### src/rtl/icmp_pkg.sv
// Shared types, protocol constants and byte-order helpers for the ICMP echo requester.
package icmp_pkg;

    typedef enum logic [1:0] {
        S_IDLE = 2'd0,
        S_CALC = 2'd1,
        S_SEND = 2'd2,
        S_WAIT = 2'd3
    } state_t;

    localparam logic [7:0] ICMP_ECHO_REQ   = 8'd8;
    localparam logic [7:0] ICMP_ECHO_REPLY = 8'd0;
    localparam logic [7:0] IP_PROTO_ICMP   = 8'd1;
    localparam logic [7:0] IP_TTL          = 8'd64;
    localparam logic [4:0] IP_HDR_WORDS    = 5'd5;
    localparam logic [4:0] ICMP_HDR_WORDS  = 5'd2;

    function automatic logic [15:0] byteswap16(input logic [15:0] x);
        return {x[7:0], x[15:8]};
    endfunction

    // Numeric big-endian value to lane order (first wire byte in [7:0]).
    function automatic logic [31:0] byteswap32(input logic [31:0] x);
        return {byteswap16(x[15:0]), byteswap16(x[31:16])};
    endfunction

    function automatic logic [15:0] ones_add16(input logic [15:0] a, input logic [15:0] b);
        logic [16:0] s;
        s = {1'b0, a} + {1'b0, b};
        return s[15:0] + {15'd0, s[16]};
    endfunction

endpackage

### src/rtl/icmp_csum_acc.sv
// 16-bit ones'-complement accumulator; adds both network-order halves of a lane-ordered word per cycle.
module icmp_csum_acc
    import icmp_pkg::*;
(
    input  logic        clk,
    input  logic        reset_n,
    input  logic        clear,
    input  logic        enable,
    input  logic [31:0] word,
    output logic [15:0] csum
);

    logic [15:0] acc_r;
    logic [15:0] acc_next_s;

    // Next accumulator value; end-around carry keeps it folded every cycle
    always_comb begin
        if (clear) begin
            acc_next_s = 16'h0000;
        end else if (enable) begin
            acc_next_s = ones_add16(ones_add16(acc_r, byteswap16(word[15:0])),
                                    byteswap16(word[31:16]));
        end else begin
            acc_next_s = acc_r;
        end
    end

    // Accumulator register
    always_ff @(posedge clk or negedge reset_n) begin
        if (!reset_n) begin
            acc_r <= 16'h0000;
        end else begin
            acc_r <= acc_next_s;
        end
    end

    assign csum = ~acc_r;

endmodule

### src/rtl/icmp_echo_requester.sv
// ICMP echo initiator: builds and checksums an IPv4 Echo Request, streams it out,
// then waits for the matching Echo Reply and reports round-trip cycles or timeout.
module icmp_echo_requester
    import icmp_pkg::*;
#(
    parameter int unsigned PAYLOAD_WORDS_MAX = 16,
    parameter int unsigned TIMEOUT_CYCLES    = 1000000
) (
    input  logic        clk,
    input  logic        reset_n,
    input  logic        start,
    input  logic [31:0] src_ip,
    input  logic [31:0] dst_ip,
    input  logic [15:0] ident,
    input  logic [4:0]  payload_words,
    output logic        busy,
    output logic        done,
    output logic        reply_ok,
    output logic        timed_out,
    output logic [31:0] rtt_cycles,
    output logic [15:0] seq_num,
    output logic [31:0] tx_data,
    output logic [1:0]  tx_empty,
    output logic        tx_valid,
    output logic        tx_startofpacket,
    output logic        tx_endofpacket,
    input  logic        tx_ready,
    input  logic [31:0] rx_data,
    input  logic [1:0]  rx_empty,
    input  logic        rx_valid,
    input  logic        rx_startofpacket,
    input  logic        rx_endofpacket,
    output logic        rx_ready
);

    localparam logic [4:0]  P_MAX = 5'(PAYLOAD_WORDS_MAX);
    localparam logic [31:0] T_MAX = 32'(TIMEOUT_CYCLES);

    state_t      state_r, state_next_s;
    logic [31:0] src_r, dst_r, cnt_r, rtt_r;
    logic [15:0] ident_r, seq_r, seq_num_r;
    logic [4:0]  n_words_r, idx_r, p_clamp_s;
    logic        done_r, reply_ok_r, timed_out_r, rx_ready_r;
    logic [2:0]  rx_idx_r, rx_idx_s;
    logic        rx_ok_r, rx_ok_s, rx_chk_s, rx_len_ok_s, rx_beat_s;
    logic        last_s, match_s, timeout_s;
    logic [31:0] word_s, word6_s;
    logic [15:0] ip_csum_s, icmp_csum_s, ip_fld_s, icmp_fld_s;
    logic [3:0]  pay_idx_s;
    logic [7:0]  pay_byte_s;

    assign p_clamp_s = (payload_words > P_MAX) ? P_MAX : payload_words;
    assign last_s    = (idx_r == (n_words_r - 5'd1));
    assign rx_beat_s = rx_valid && rx_ready_r;
    assign timeout_s = (state_r == S_WAIT) && (cnt_r >= T_MAX);
    assign word6_s   = {byteswap16(seq_r), byteswap16(ident_r)};

    icmp_csum_acc u_ip_acc (
        .clk     (clk),
        .reset_n (reset_n),
        .clear   (state_r == S_IDLE),
        .enable  ((state_r == S_CALC) && (idx_r < IP_HDR_WORDS)),
        .word    (word_s),
        .csum    (ip_csum_s)
    );

    icmp_csum_acc u_icmp_acc (
        .clk     (clk),
        .reset_n (reset_n),
        .clear   (state_r == S_IDLE),
        .enable  ((state_r == S_CALC) && (idx_r >= IP_HDR_WORDS)),
        .word    (word_s),
        .csum    (icmp_csum_s)
    );

    // Packet word at idx_r; checksum fields read as zero while they are being summed
    always_comb begin
        ip_fld_s   = (state_r == S_SEND) ? ip_csum_s : 16'h0000;
        icmp_fld_s = (state_r == S_SEND) ? icmp_csum_s : 16'h0000;
        pay_idx_s  = 4'(idx_r - (IP_HDR_WORDS + ICMP_HDR_WORDS));
        pay_byte_s = {2'b00, pay_idx_s, 2'b00};
        case (idx_r)
            5'd0:    word_s = {byteswap16({9'd0, n_words_r, 2'b00}), 8'h00, 8'h45};
            5'd1:    word_s = {16'h0000, byteswap16(seq_r)};
            5'd2:    word_s = {byteswap16(ip_fld_s), IP_PROTO_ICMP, IP_TTL};
            5'd3:    word_s = byteswap32(src_r);
            5'd4:    word_s = byteswap32(dst_r);
            5'd5:    word_s = {byteswap16(icmp_fld_s), 8'h00, ICMP_ECHO_REQ};
            5'd6:    word_s = word6_s;
            default: word_s = {pay_byte_s | 8'd3, pay_byte_s | 8'd2, pay_byte_s | 8'd1, pay_byte_s};
        endcase
    end

    // Reply matcher; a beat outside S_WAIT poisons the rest of its packet
    always_comb begin
        rx_idx_s = rx_startofpacket ? 3'd0 : rx_idx_r;
        case (rx_idx_s)
            3'd3:    rx_chk_s = (rx_data == byteswap32(dst_r));
            3'd4:    rx_chk_s = (rx_data == byteswap32(src_r));
            3'd5:    rx_chk_s = (rx_data[7:0] == ICMP_ECHO_REPLY);
            3'd6:    rx_chk_s = (rx_data == word6_s);
            default: rx_chk_s = 1'b1;
        endcase
        rx_ok_s     = (rx_startofpacket ? 1'b1 : rx_ok_r) && rx_chk_s && (state_r == S_WAIT);
        rx_len_ok_s = (rx_idx_s == 3'd7) || ((rx_idx_s == 3'd6) && (rx_empty == 2'd0));
        match_s     = rx_beat_s && rx_endofpacket && rx_ok_s && rx_len_ok_s;
    end

    // State register
    always_ff @(posedge clk or negedge reset_n) begin
        if (!reset_n) begin
            state_r <= S_IDLE;
        end else begin
            state_r <= state_next_s;
        end
    end

    // Next-state logic
    always_comb begin
        case (state_r)
            S_IDLE:  state_next_s = start ? S_CALC : S_IDLE;
            S_CALC:  state_next_s = last_s ? S_SEND : S_CALC;
            S_SEND:  state_next_s = (tx_ready && last_s) ? S_WAIT : S_SEND;
            S_WAIT:  state_next_s = (match_s || timeout_s) ? S_IDLE : S_WAIT;
            default: state_next_s = S_IDLE;
        endcase
    end

    // Output decode; tx signals are forced to zero outside S_SEND
    always_comb begin
        busy             = (state_r != S_IDLE);
        tx_empty         = 2'd0;
        tx_valid         = 1'b0;
        tx_startofpacket = 1'b0;
        tx_endofpacket   = 1'b0;
        tx_data          = 32'd0;
        case (state_r)
            S_SEND: begin
                tx_valid         = 1'b1;
                tx_startofpacket = (idx_r == 5'd0);
                tx_endofpacket   = last_s;
                tx_data          = word_s;
            end
            default: begin
                tx_valid = 1'b0;
            end
        endcase
    end

    // Request latches, word index, round-trip counter and result registers
    always_ff @(posedge clk or negedge reset_n) begin
        if (!reset_n) begin
            src_r <= 32'd0; dst_r <= 32'd0; ident_r <= 16'd0;
            n_words_r <= 5'd0; idx_r <= 5'd0; cnt_r <= 32'd0; rtt_r <= 32'd0;
            seq_r <= 16'd0; seq_num_r <= 16'd0;
            done_r <= 1'b0; reply_ok_r <= 1'b0; timed_out_r <= 1'b0; rx_ready_r <= 1'b0;
        end else begin
            done_r     <= 1'b0;
            rx_ready_r <= 1'b1;
            case (state_r)
                S_IDLE: begin
                    idx_r <= 5'd0;
                    if (start) begin
                        src_r       <= src_ip;
                        dst_r       <= dst_ip;
                        ident_r     <= ident;
                        n_words_r   <= IP_HDR_WORDS + ICMP_HDR_WORDS + p_clamp_s;
                        seq_num_r   <= seq_r;
                        reply_ok_r  <= 1'b0;
                        timed_out_r <= 1'b0;
                    end
                end
                S_CALC: idx_r <= last_s ? 5'd0 : idx_r + 5'd1;
                S_SEND: begin
                    if (tx_ready) begin
                        idx_r <= last_s ? 5'd0 : idx_r + 5'd1;
                        if (last_s) begin
                            cnt_r <= 32'd1;
                        end
                    end
                end
                S_WAIT: begin
                    if (cnt_r != 32'hFFFF_FFFF) begin
                        cnt_r <= cnt_r + 32'd1;
                    end
                    if (match_s || timeout_s) begin
                        done_r      <= 1'b1;
                        reply_ok_r  <= match_s;
                        timed_out_r <= !match_s;
                        rtt_r       <= cnt_r;
                        seq_r       <= seq_r + 16'd1;
                    end
                end
                default: idx_r <= 5'd0;
            endcase
        end
    end

    // RX word position and running match flag
    always_ff @(posedge clk or negedge reset_n) begin
        if (!reset_n) begin
            rx_idx_r <= 3'd0;
            rx_ok_r  <= 1'b1;
        end else if (rx_beat_s) begin
            if (rx_endofpacket) begin
                rx_idx_r <= 3'd0;
                rx_ok_r  <= 1'b1;
            end else begin
                rx_idx_r <= (rx_idx_s == 3'd7) ? 3'd7 : rx_idx_s + 3'd1;
                rx_ok_r  <= rx_ok_s;
            end
        end
    end

    assign done       = done_r;
    assign reply_ok   = reply_ok_r;
    assign timed_out  = timed_out_r;
    assign rtt_cycles = rtt_r;
    assign seq_num    = seq_num_r;
    assign rx_ready   = rx_ready_r;

endmodule

### config.mk
export PLATFORM = sky130hd
export DESIGN_NAME = icmp_echo_requester
export DESIGN_NICKNAME = d
export VERILOG_FILES = /design/src/rtl/icmp_pkg.sv /design/src/rtl/icmp_csum_acc.sv /design/src/rtl/icmp_echo_requester.sv
export SDC_FILE = /design/constraint.sdc
export NUM_CORES = 1
export LEC_CHECK = 0
export ABC_AREA = 1
export BUFFER_PORTS_ARGS = -buffer_cell sky130_fd_sc_hd__buf_2
export CAP_MARGIN = 15
export CORE_MARGIN = 1
export CORE_UTILIZATION = 44
export CTS_BUF_LIST = sky130_fd_sc_hd__clkbuf_8 sky130_fd_sc_hd__clkbuf_16
export DETAILED_ROUTE_END_ITERATION = 8
export PLACE_DENSITY = 0.68
export SLEW_MARGIN = 20
export SYNTH_ARGS = -nofsm -noshare
export SYNTH_HDL_FRONTEND = slang
export SYNTH_HIERARCHICAL = 1
export SYNTH_SLANG_ARGS = --single-unit
### constraint.sdc
create_clock -name clk -period 9.8 [get_ports clk]
set_clock_uncertainty 0.2 [all_clocks]
set_input_delay 0.49 -clock clk [delete_from_list [all_inputs] [get_ports clk]]
set_output_delay 0.49 -clock clk [all_outputs]
set_load 0.005 [all_outputs]
==> results of run 1 <==
## cells by family (layout without fill, tap and decap cells)
logic type                 after synthesis  count (layout)  synth area share [%]
AOI/OAI and AO/OA                      347             347                  11.1
and+or+nand+nor                       1639            1639                  38.1
other                                    2               3                0.0404
DFF                                    228             228                  30.7
muxes                                    1               1                0.0538
buffers and inverters                  493             751                  10.3
adders and majority gates               96              96                  6.62
xor gates and xnor gates                63              63                  3.15
## where the power goes
group	internal [mW]	switching, mW
Sequential	1.20	0.294
Combinational	1.28	2.88
Clock	0.594	0.415
Total	3.08	3.59
## routing by layer
metal,wire length [um],share of wire (%),global-route usage (%)
met5,8,0.011,0
met4,2910,4.1,11.9
met1,31300,44,44.9
met2,31500,44,51.6
met3,6080,8.5,6.48
## area by class of cell
cell class / instances / area, um2 / share of cell area, %
clock buffer: 35 / 763 / 3.52
clock inverter: 10 / 111 / 0.513
inverter: 408 / 1530 / 7.06
multi-input combinational: 2149 / 11000 / 50.8
sequential: 228 / 5710 / 26.3
tap: 532 / 666 / 3.07
timing repair buffer: 298 / 1900 / 8.76
## path summary, 6_finish.rpt
path / from / end / slack (ns) / cells past startpoint
worst max-delay path: idx_r[0] / u_icmp_acc/acc_r[15] / 0.92 / 46
worst min-delay path: src_ip[30] / src_r[30] / 0.02 / 3
worst max register to register: idx_r[0] / u_icmp_acc/acc_r[15] / 0.92 / 46
worst min register to register: rtt_cycles[24] / rtt_cycles[24] / 0.28 / 2
max in group asynchronous: reset_n / u_icmp_acc/acc_r[9] / 7.52 / 3
min in group asynchronous: reset_n / rtt_cycles[18] / 0.37 / 2
## per-stage QoR
| stage | utilization (%) | instance area [um2] | power, mW | cells | setup WS, ns |
|---|---|---|---|---|---|
| floorplan | - | 18600 | 4.28 | 2870 | 2.74 |
| global placement | 48.6 | 20100 | 5.52 | 3540 | 1.25 |
| detailed placement | 48.6 | 20100 | 5.54 | 3540 | 0.780 |
| CTS | 52.5 | 21700 | 6.60 | 3660 | 0.708 |
| global route | 52.6 | 21700 | 7.18 | 3660 | 0.166 |
| finish | 52.6 | 21700 | 6.67 | 3660 | 0.921 |
## placed cells by master, fill, tap and decap left out, types with 17 or more instances in the layout
cell / Yosys / final
o21ai_0: 147 / 147
nand2_2: 25 / 27
nand4_1: 91 / 91
xor2_1: 47 / 47
ha_1: 92 / 92
dfrtp_1: 227 / 227
inv_1: 396 / 400
dlygate4sd3_1: 0 / 75
nand3_2: 17 / 17
buf_2: 15 / 212
nor2_1: 178 / 178
nand2_1: 1009 / 1006
nand3_1: 222 / 222
a21oi_1: 77 / 77
nor3_1: 33 / 33
clkbuf_16: 0 / 25
## cells in the mapped netlist (all sizes together), types with 2 or more instances
| cell type | n | share of area (%) |
|---|---|---|
| nand2 | 1034 | 21 |
| inv | 404 | 8.1 |
| nand3 | 240 | 7.0 |
| dfrtp | 227 | 31 |
| nor2 | 200 | 4.5 |
| o21ai | 154 | 4.1 |
| ha | 92 | 6.2 |
| nand4 | 91 | 3.1 |
| a21oi | 81 | 2.3 |
| clkbuf | 57 | 1.2 |
| xor2 | 50 | 2.5 |
| nor3 | 34 | 0.94 |
| buf | 28 | 0.87 |
| a221oi | 15 | 0.71 |
| o22ai | 15 | 0.50 |
| a31oi | 14 | 0.47 |
| o31ai | 14 | 0.56 |
| nor4 | 13 | 0.44 |
| xnor2 | 13 | 0.61 |
| a22o | 12 | 0.56 |
| nand3b | 12 | 0.48 |
| o211ai | 10 | 0.40 |
| o21bai | 10 | 0.46 |
| and2 | 8 | 0.27 |
| or2 | 5 | 0.17 |
| clkinv | 4 | 0.087 |
| fa | 4 | 0.43 |
| a21o | 3 | 0.12 |
| a32o | 3 | 0.16 |
| o2111ai | 3 | 0.14 |
| o21a | 3 | 0.12 |
| a211oi | 2 | 0.081 |
| conb | 2 | 0.040 |
| o32ai | 2 | 0.094 |
## worst register-to-register path, delay by kind of cell, from the launching register on
family	cells	cell delay [ns]
AOI/OAI and AO/OA	5	1.22
adders and majority gates	6	1.67
buffers and inverters	7	1.08
DFF	1	0.43
and+or+nand+nor	28	4.20
## registers in the layout, summed over array words and instances (netlist names)
signal	flops
cnt_r	32
dst_r	32
rtt_cycles	32
src_r	32
ident_r	16
seq_num	16
seq_r	16
u_icmp_acc/acc_r	16
u_ip_acc/acc_r	16
idx_r	5
n_words_r	5
rx_idx_r	3
state_r	2
done	1
reply_ok	1
rx_ok_r	1
rx_ready	1
timed_out	1
## timing repair
item | CTS | global route
hold buffers | 75 | 0
endpoints found under the hold margin | 178 | 0
setup endpoints to repair | 0 | 14
resized for setup | 0 | 3
==> impl_metrics.yaml, run 1 <==
floorplan:
  die_h_um: 208
  fp-row-count: 74
  core-area_mm2: 0.0413
  initial_core_util_pct: 45.1
  fp.dieW_um: 208
  dieArea_mm2: 0.0431
  ioPinCount: 216
finish:
  fillers: 4228
  antennaDiodeCount: 0
  synthToLayoutAreaGrowth_pct: 16.6
  drive_above_1_share_pct: 11.5
  fin_nets: 3332
grt:
  antenna_found_initial: 2
  grt_max_degree: 109
  grt_pass1_vias: 19200
  grt_usage_pct: 32.9
  overflow: 0
  grt_pass1_wl_um: 110000
setup_path:
  cp_common_cell: "nand2_1"
  cp_slowest_cell: "a2111oi_2"
  crit_path_start_kind: "flop"
  cpPeakStageDelay_ns: 0.56
  path_class: "flop to flop"
  crit_path_end_kind: "flop"
  critPathBufInv: 7
  cp.required_ns: 10.10
  critPathMaxFanout: 24
  cp.arrival_ns: 9.18
  crit_family: "simple AND/OR/NAND/NOR gates"
drt:
  wl_um: 71800
  drtIter0Drc: 1875
  ant_nets: 0
  drc_errors: 0
  vias: 20200
  viasPerCell: 5.52
  wl_per_cell_um: 19.6
  dr.pass1.iters: 6
synthesis:
  synth_cells: 2869
  ys_types: 61
  ys_seq_elements: 228
  postSynthAreaPerCell_um2: 6.49
  ys_seq_area_share_pct: 30.7
  yosys_warnings: 6
  synth_top_flop_cell: "dfrtp_1"
  syn_area_mm2: 0.0186
  synth_edf_count: 0
  async_reset_ff_share_pct: 100
sta:
  fin_crit_sh_pct: 90.6
  setup_viol: 0
  hold_slack_ns: 0.0233
  final-hold-violation-count: 0
  drv_slew: 0
  fin_tns_setup_ns: 0
  fmax_mhz: 113
  worst_pin_slew_ns: 1.12
  fin_crit_ns: 8.88
  max-slew-margin-rel_pct: 25.3
  rsz0062_at_grt: "no"
place:
  place_hpwl_um: 56500
  numPortBuffers: 213
  gp_congestion: 1.04
min_path:
  min_path_type: "input pin to flop"
outcome:
  status: "finished clean"
power_and_ir_drop:
  power_density_mw_per_mm2: 307
  ir_worst_vdd_mv: 0.152
  leakagePower_nw: 11.4
clock_tree:
  clkSlewWorstSetupHoldPaths_ns: 0.06
  cts_buffer_depth: 3
  cts.sink_count: 228
  cts_tree: "built"
  clock_latency_ns: 0.56
  post-cts-setup-buffers: 0
  htreeDepth: 1
  numCtsBuffers: 25
  cts-root-buf: "clkbuf_16"
job:
  cap_violations: 0
Power figures use the tool's default switching activity.
==> run 2: changes to the inputs <==
- ABC_AREA: 1 -> default
==> run 2 against run 1 <==
Via count is 21% lower. Worst hold slack got worse by 0.00083 ns. Cell count down 28%. Critical path depth shrank 13. Fmax shrank 1.4%. Global-route usage down 2.7 points. Synthesized area down 8.1%. Synthesized cell count fell by 36%. Critical path type unchanged. Critical endpoint is now u_ip_acc/acc_r[13].
==> impl_metrics.yaml, run 2 <==
synthesis:
  syn_area_mm2: 0.0171
  synthTopCellsByCount: "227 x dfrtp_1, 115 x nand2_1, 113 x nor2_1, 100 x mux2_2, 94 x a21oi_1"
  postSynthAreaPerCell_um2: 9.25
  synth.top_cells.by_area: "dfrtp_1 33%, ha_1 6.7%, mux2_2 6.6%"
  synth_cells: 1850
  yosys_warnings: 6
  synth_top_flop_cell: "dfrtp_1"
  synth.largest_area_cell: "dfrtp_1"
  ys_seq_area_share_pct: 33.4
  synth.most_common_cell: "dfrtp_1"
  ys_types: 98
  synth_top_area_share_pct: 33.2
  async_reset_ff_share_pct: 100
  ys_seq_elements: 228
  synth_edf_count: 0
floorplan:
  dieArea_mm2: 0.0397
  ioPinCount: 216
  fp-row-count: 71
  die_h_um: 199
  core-area_mm2: 0.0379
  fp.dieW_um: 199
  initial_core_util_pct: 45.1
finish:
  synthToLayoutAreaGrowth_pct: 18.0
  mostFrequentLayoutCell: "dfrtp_1"
  final_util_pct: 53.2
  antennaDiodeCount: 0
  final_cell_mix: "227 x dfrtp_1, 212 x buf_2, 114 x nand2_1"
  drive_above_1_share_pct: 21.1
  fin_nets: 2316
  final_cells: 2620
setup_path:
  critPathBufInv: 2
  cp.arrival_ns: 9.27
  crit_path_end_kind: "flop"
  cp.required_ns: 10.06
  crit_family: "compound AO/OA/AOI/OAI gates"
  cpPeakStageDelay_ns: 0.63
  r2r_slack_ns: 0.79
  critPathMaxFanout: 13
  cp_slowest_cell: "o41ai_4"
  crit_path_start_kind: "flop"
  path_class: "flop to flop"
grt:
  grt_pass1_vias: 15300
  grt_pass1_wl_um: 90800
  grt_usage_pct: 30.1
  grt_max_degree: 79
  overflow: 0
  antenna_found_initial: 1
clock_tree:
  post-cts-setup-buffers: 0
  cts_tree: "built"
  cts.sink_count: 228
  clock_latency_ns: 0.56
  clkSlewWorstSetupHoldPaths_ns: 0.06
  cts_buffer_depth: 3
  htreeDepth: 1
  cts-root-buf: "clkbuf_16"
  numCtsBuffers: 26
drt:
  vias: 15900
  drc_errors: 0
  wl_per_cell_um: 22.9
  ant_nets: 0
  drtIter0Drc: 1673
  wl_um: 60000
  dr.pass1.iters: 6
  viasPerCell: 6.06
sta:
  fin_crit_ns: 9.01
  hold_slack_ns: 0.0225
  setup_viol: 0
  fmax_mhz: 111
  drv_slew: 0
  rsz0062_at_grt: "no"
  final-hold-violation-count: 0
  max-slew-margin-rel_pct: 16.6
  worst_pin_slew_ns: 1.25
  fin_tns_setup_ns: 0
  fin_crit_sh_pct: 91.9
place:
  place_hpwl_um: 44700
  numPortBuffers: 213
  gp_congestion: 1.01
  dp_cells: 2504
min_path:
  min_path_type: "input pin to flop"
outcome:
  status: "finished clean"
job:
  cap_violations: 0
-- run 2: cell count changes after synthesis, sizes merged, moves of 26 or more --
cell,change
and2,+38
inv,-318
a21o,+26
and3,+39
nand2,-919
mux2,+126
nor2,-86
nand4,-62
nand3,-171
o21ai,-79
xor2,+27
xnor2,+52
a211oi,+33
a22oi,+70
-- run 2: timing repair --
| item | CTS | global route |
|---|---|---|
| hold endpoints to repair | 147 | 0 |
| resized for setup | 0 | 7 |
| setup endpoints to repair | 0 | 9 |
| hold buffers | 73 | 0 |
-- run 2: final cells by class --
| type | instances | area (um2) |
|---|---|---|
| timing repair buffer | 310 | 1990 |
| multi-input combinational | 1442 | 10700 |
| sequential | 228 | 5710 |
| fill | 3469 | 17700 |
| clock buffer | 32 | 733 |
| inverter | 86 | 323 |
| clock inverter | 11 | 88.8 |
| tap | 511 | 639 |
-- run 2: cells by family after synthesis --
| family | Yosys count | share of synthesized area (%) |
|---|---|---|
| flops | 228 | 33.4 |
| fa+ha+maj | 96 | 7.20 |
| xor+xnor | 142 | 7.31 |
| simple gates | 565 | 17.4 |
| compound gates | 502 | 20.9 |
| mux | 134 | 9.33 |
| buf+inv | 181 | 4.46 |
| other cells | 2 | 0.0439 |
-- run 2: worst reg2reg max path: cells and delay by family, from the launching register on --
| family | cells | cell delay [ns] |
|---|---|---|
| and+or+nand+nor | 11 | 2.53 |
| DFF | 1 | 0.48 |
| xor gates and xnor gates | 1 | 0.15 |
| buffers and inverters | 2 | 0.48 |
| adders and majority gates | 5 | 1.50 |
| AOI/OAI and AO/OA | 14 | 3.62 |
-- run 2: metal layers --
metal  vias to the layer above  GRT usage [%]  share of wire (%)
met2                       702           47.3                 44
met5                         -              0              0.022
met1                      7733           40.8                 43
met4                         2           11.3                4.0
li1                       7311              -                  -
met3                       140           5.96                8.8
-- run 2: through the flow --
step                setup slack (ns)  cell area, um2
floorplan                       1.94           17100
global placement               0.981           18600
detailed placement             0.596           18600
CTS                            0.569           20100
global route                  0.0115           20200
finish                         0.794           20200
-- run 2: final timing paths --
| kind | startpoint | to | cells past startpoint |
|---|---|---|---|
| worst min-delay path | src_ip[26] | src_r[26] | 2 |
| min in group asynchronous | reset_n | rx_ready | 2 |
| worst max-delay path | idx_r[0] | u_ip_acc/acc_r[13] | 33 |
| worst min register to register | seq_num[6] | seq_num[6] | 2 |
| worst max register to register | idx_r[0] | u_ip_acc/acc_r[13] | 33 |
| max in group asynchronous | reset_n | idx_r[1] | 4 |
Power of run 2 is not shown: default switching activity piles up to over one toggle a cycle in this logic, so the estimate is an artifact.
